==> src/rtl/pipe_ctrl.sv <==
// pipe_ctrl: per-stage hold/flush and PC redirect control for the 5-stage core.
//
// Ports:
//   clk, rst            core clock; asynchronous active-high reset
//   jump_flag_i/addr_i  taken jump and its target from ex
//   hold_flag_i         stall request from ex
//   alu_busy_i          multi-cycle ALU operation in progress
//   load_use_i          load-use hazard from id
//   bus_hold_i          memory/bus not ready, freeze the whole pipe
//   hold_o[3:0]         keep contents: [0] pc, [1] if_id, [2] id_ex, [3] ex_mem
//   flush_o[2:0]        load bubble:   [0] if_id, [1] id_ex, [2] ex_mem
//   jump_flag_o/addr_o  PC redirect strobe and target to pc_reg
//   timeout_o           one-cycle pulse when the ALU watchdog expires
//
// state    | meaning
// RUN      | normal flow; jumps, stalls and load-use bubbles handled immediately
// ALU_WAIT | multi-cycle ALU/ex stall in progress, cnt counts stall cycles
// BUS_WAIT | whole pipe frozen by the bus; a jump seen meanwhile is parked
module pipe_ctrl #(
  parameter int ALU_TIMEOUT = 64,
  parameter int CNT_W       = $clog2(ALU_TIMEOUT)
) (
  input  logic        clk,
  input  logic        rst,
  input  logic        jump_flag_i,
  input  logic [31:0] jump_addr_i,
  input  logic        hold_flag_i,
  input  logic        alu_busy_i,
  input  logic        load_use_i,
  input  logic        bus_hold_i,
  output logic [3:0]  hold_o,
  output logic [2:0]  flush_o,
  output logic        jump_flag_o,
  output logic [31:0] jump_addr_o,
  output logic        timeout_o
);

  typedef enum logic [1:0] {RUN, ALU_WAIT, BUS_WAIT} state_t;

  localparam logic [CNT_W-1:0] CNT_LAST = CNT_W'(ALU_TIMEOUT - 1);

  state_t            state, state_d;
  logic [CNT_W-1:0]  cnt, cnt_d;
  logic              jmp_pend, jmp_pend_d;
  logic [31:0]       jmp_addr_q, jmp_addr_d;
  logic              run_eval;
  logic              stall_req;

  assign stall_req = alu_busy_i | hold_flag_i;

  always_ff @(posedge clk or posedge rst) begin
    if (rst) begin
      state      <= RUN;
      cnt        <= '0;
      jmp_pend   <= 1'b0;
      jmp_addr_q <= '0;
    end else begin
      state      <= state_d;
      cnt        <= cnt_d;
      jmp_pend   <= jmp_pend_d;
      jmp_addr_q <= jmp_addr_d;
    end
  end

  always_comb begin
    state_d     = state;
    cnt_d       = cnt;
    jmp_pend_d  = jmp_pend;
    jmp_addr_d  = jmp_addr_q;
    hold_o      = '0;
    flush_o     = '0;
    jump_flag_o = 1'b0;
    jump_addr_o = '0;
    timeout_o   = 1'b0;
    run_eval    = 1'b0;

    case (state)
      RUN: begin
        if (bus_hold_i) begin
          hold_o  = 4'b1111;
          state_d = BUS_WAIT;
          if (jump_flag_i) begin
            jmp_pend_d = 1'b1;
            jmp_addr_d = jump_addr_i;
          end
        end else begin
          run_eval = 1'b1;
        end
      end
      ALU_WAIT: begin
        if (bus_hold_i) begin
          hold_o = 4'b1111;
        end else if (stall_req) begin
          if (cnt == CNT_LAST) begin
            // abandon the stall; the pipe resumes this cycle
            timeout_o = 1'b1;
            state_d   = RUN;
          end else begin
            hold_o  = 4'b0111;
            flush_o = 3'b100;
            cnt_d   = cnt + 1'b1;
          end
        end else begin
          state_d = RUN;
        end
      end
      BUS_WAIT: begin
        if (bus_hold_i) begin
          hold_o = 4'b1111;
          // only the first jump during a bus stall is kept
          if (jump_flag_i && !jmp_pend) begin
            jmp_pend_d = 1'b1;
            jmp_addr_d = jump_addr_i;
          end
        end else if (jmp_pend) begin
          jump_flag_o = 1'b1;
          jump_addr_o = jmp_addr_q;
          flush_o     = 3'b011;
          jmp_pend_d  = 1'b0;
          state_d     = RUN;
        end else begin
          state_d  = RUN;
          run_eval = 1'b1;
        end
      end
      default: state_d = RUN;
    endcase

    // RUN priority rules below the bus freeze, shared by RUN and a bus release
    if (run_eval) begin
      if (jump_flag_i) begin
        jump_flag_o = 1'b1;
        jump_addr_o = jump_addr_i;
        flush_o     = 3'b011;
      end else if (stall_req) begin
        hold_o  = 4'b0111;
        flush_o = 3'b100;
        cnt_d   = CNT_W'(1);
        state_d = ALU_WAIT;
      end else if (load_use_i) begin
        hold_o  = 4'b0011;
        flush_o = 3'b010;
      end
    end

    if (rst) begin
      hold_o      = '0;
      flush_o     = '0;
      jump_flag_o = 1'b0;
      jump_addr_o = '0;
      timeout_o   = 1'b0;
    end
  end

endmodule

==> config.mk <==
export PLATFORM = sky130hd
export DESIGN_NAME = pipe_ctrl
export DESIGN_NICKNAME = d
export VERILOG_FILES = /design/src/rtl/pipe_ctrl.sv
export SDC_FILE = /design/constraint.sdc
export NUM_CORES = 1
export LEC_CHECK = 0
export CORE_MARGIN = 4
export CORE_UTILIZATION = 49
export CTS_BUF_LIST = sky130_fd_sc_hd__clkbuf_4 sky130_fd_sc_hd__clkbuf_8
export DETAILED_ROUTE_END_ITERATION = 8
export GPL_TIMING_DRIVEN = 0
export PLACE_DENSITY = 0.83
export SLEW_MARGIN = 20
export SYNTH_ARGS = -nofsm -noshare
export SYNTH_HDL_FRONTEND = slang
export SYNTH_SLANG_ARGS = --single-unit
==> constraint.sdc <==
create_clock -name clk -period 2.7 [get_ports clk]
set_input_delay 0.405 -clock clk [delete_from_list [all_inputs] [get_ports clk]]
set_output_delay 0.405 -clock clk [all_outputs]
set_load 0.01 [all_outputs]
==> results.sh <==
export IMPL_status="finished with violations"
export IMPL_violations="negative setup slack"
export IMPL_relSlewSlack=0.704
export IMPL_worst_setup_path_end_kind="primary output"
export IMPL_firstDrtPassIters=4
export IMPL_grt_pass1_wl_mm=11.2
export IMPL_totalWireLength_mm=7.17
export IMPL_via_per_inst=5.39
export IMPL_power_leakage_nw=1.85
export IMPL_grt_use_total=0.220
export IMPL_crit_chain="clkdlybuf4s50_1 > nor2b_4 > o21a_1 > buf_6 > o21ai_4 > buf_6 > buf_6 > buf_4 > buf_4 > a21oi_1 > buf_2"
export IMPL_fin_hold_ws_ns=0.257
export IMPL_power_density_nw_per_um2=856
export IMPL_antenna_cells=0
export IMPL_die_area_um2=6520
export IMPL_ant_nets=0
export IMPL_fmax_mhz=369
export IMPL_area_growth_pct=47.8
export IMPL_synth_largest_area_cell="dfrtp_1"
export IMPL_vias=2366
export IMPL_yosys_area_top_type_share=0.396
export IMPL_final_period_utilization=1.00
export IMPL_clk_transition_reported_paths_ns=0.08
export IMPL_placed_area_um2=3480
export IMPL_dp_cells=415
export IMPL_cap_violations=0
export IMPL_pin_count=80
export IMPL_grt_max_degree=25
export IMPL_synth_area_um2=2590
export IMPL_worst_r2r_startpoint="state[1]"
export IMPL_slowest_stage="clkdlybuf4s50_1"
export IMPL_synth_async_sr_flop_share=1.00
export IMPL_rows=26
export IMPL_wl_per_cell_um=16.3
export IMPL_cts_inserted_buffers=5
export IMPL_finalHoldViolCount=0
export IMPL_synth_area_per_cell_um2=9.75
export IMPL_initial_core_util=0.508
export IMPL_first_iter_violations=70
export IMPL_min_path_type="primary input to async pin"
export IMPL_critPathMaxStageDelay_ns=0.53
export IMPL_skew_ns=0.0127
export IMPL_fp_dieW_um=80.7
export IMPL_grt_pass1_vias=2346
export IMPL_clock_sinks=41
export IMPL_cp_common_cell="buf_6"
export IMPL_htreeDepth=2
export IMPL_place_hpwl_mm=4.85
export IMPL_nets=412
export IMPL_synth_cell_type_count=48
export IMPL_worstPathArrival_ns=2.31
export IMPL_path_max_fanout=7
export IMPL_slew_violations=0
export IMPL_cts_root_buf="clkbuf_8"
export IMPL_fin_ws_ns=-0.0118
export IMPL_setup_violations=1
export IMPL_rsz0062_at_grt="yes"
export IMPL_startpoint="jump_flag_i"
export IMPL_synth_nets=310
export IMPL_worstSkewPairLatency_ns=0.30
export IMPL_drc=0
export IMPL_worstSetupPathType="primary input to primary output"
export IMPL_yosysWarnings=0
export IMPL_start_kind="primary input"
export IMPL_coreArea_um2=5110
export IMPL_fin_crit_ns=2.71
export IMPL_cts_tree="built"
export IMPL_port_buffers=78
export IMPL_antenna_found_initial=0
export IMPL_grt_overflow=0
export IMPL_ys_flop_type="dfrtp_1"
export IMPL_ys_top_cells_by_area="dfrtp_1, mux2_4, nand2_1, a21oi_1, ha_1"
export IMPL_fin_setup_tns_ns=-0.0118
export IMPL_ir_drop_mv=0.423
export IMPL_postCtsHoldBufs=0
export IMPL_design_area_um2=3830
export IMPL_tightest_slew_ns=0.442
export IMPL_power_w=0.00328
export IMPL_crit_required_ns=2.30
export IMPL_gp_congestion=0.789
export IMPL_synthCells=266
export IMPL_yosysSeqAreaShare=0.396
export IMPL_layout_drive_gt1_share=0.274
export IMPL_die_y_um=80.7
export IMPL_synth_edf_count=0
export IMPL_layout_common_cells="nand2_1, dfrtp_1, clkdlybuf4s50_1"
export IMPL_cts_buffer_depth=2
export IMPL_mostFrequentLayoutCell="nand2_1"
export IMPL_finalNonFillerCells=439
export IMPL_ys_ff_latch=41
[per-stage QoR]
step | worst slack, ns | utilization
after global routing | -0.105 | 0.750
after detailed placement | -0.253 | 0.682
after floorplan | 0.207 | -
final | -0.0118 | 0.750
after CTS | -0.00785 | 0.725
after global placement | -0.792 | 0.678
[Yosys cell counts, types with 2 or more instances]
cell type	n
a211oi_2	2
a21oi_1	37
buf_2	3
buf_4	6
buf_8	3
clkbuf_1	5
dfrtp_1	41
ha_1	5
inv_1	9
mux2_2	2
mux2_4	30
mux2i_1	3
nand2_1	70
nand2b_1	2
nor2_1	7
nor3_1	2
nor4_1	2
o21ai_0	4
o21ai_2	2
o22ai_1	3
[worst paths after layout]
| path | endpoint | slack [ns] | cells after the start |
|---|---|---|---|
| max | jump_addr_o[24] | -0.01 | 11 |
| min reg2reg | jmp_addr_q[9] | 0.51 | 1 |
| max reg2reg | jmp_addr_q[30] | 0.72 | 8 |
| min in group clk | jmp_addr_q[9] | 0.51 | 1 |
| min | jmp_addr_q[1] | 0.26 | 2 |
| max in group asynchronous | jmp_addr_q[22] | 1.96 | 3 |
[timing repair]
item / in CTS / in global routing
endpoints found under the setup margin: 39 / 36
resized for setup: 74 / 40
endpoints found under the hold margin: 0 / 0
setup buffers: 9 / 6
pin swaps: 3 / 1
gates cloned: 1 / 0
[registers in the layout (all words and copies together) (netlist names)]
name	cells
state	2
cnt	6
jmp_addr_q	32
jmp_pend	1
[worst max-delay path: cells and delay by family]
kind            cells  cell delay (ns)
buf+inv             7             1.34
compound gates      3             0.38
simple gates        1             0.20
[routing by layer]
layer / GRT usage / part of all wire / vias to the layer above
li1: - / - / 1126
met1: 0.282 / 0.44 / 1167
met2: 0.387 / 0.51 / 65
met3: 0.0443 / 0.044 / 8
met4: 0.0405 / 0.012 / 0
met5: 0 / 0 / -
[cell type report]
class	count	area [um2]
buffer	17	189
timing repair buffer	95	913
sequential	41	1030
clock buffer	5	68.8
clock inverter	3	46.3
fill	350	1280
tap	70	87.6
multi-input combinational	198	1460
inverter	10	37.5
[kinds of logic after synthesis]
| group | Yosys count | share of synthesized area |
|---|---|---|
| AOI/OAI and AO/OA | 65 | 0.169 |
| xor gates and xnor gates | 1 | 0.00338 |
| adders and majority gates | 5 | 0.0241 |
| buffers and inverters | 27 | 0.0623 |
| DFF | 41 | 0.396 |
| muxes | 35 | 0.194 |
| and+or+nand+nor | 92 | 0.152 |
[power breakdown]
| part | internal, W | leakage (nW) | switching (W) |
|---|---|---|---|
| Combinational | 0.000956 | 1.31 | 0.000733 |
| Sequential | 0.000901 | 0.493 | 0.000181 |
| Clock | 0.000277 | 0.0543 | 0.000232 |
(Power assumes the default switching activity.)
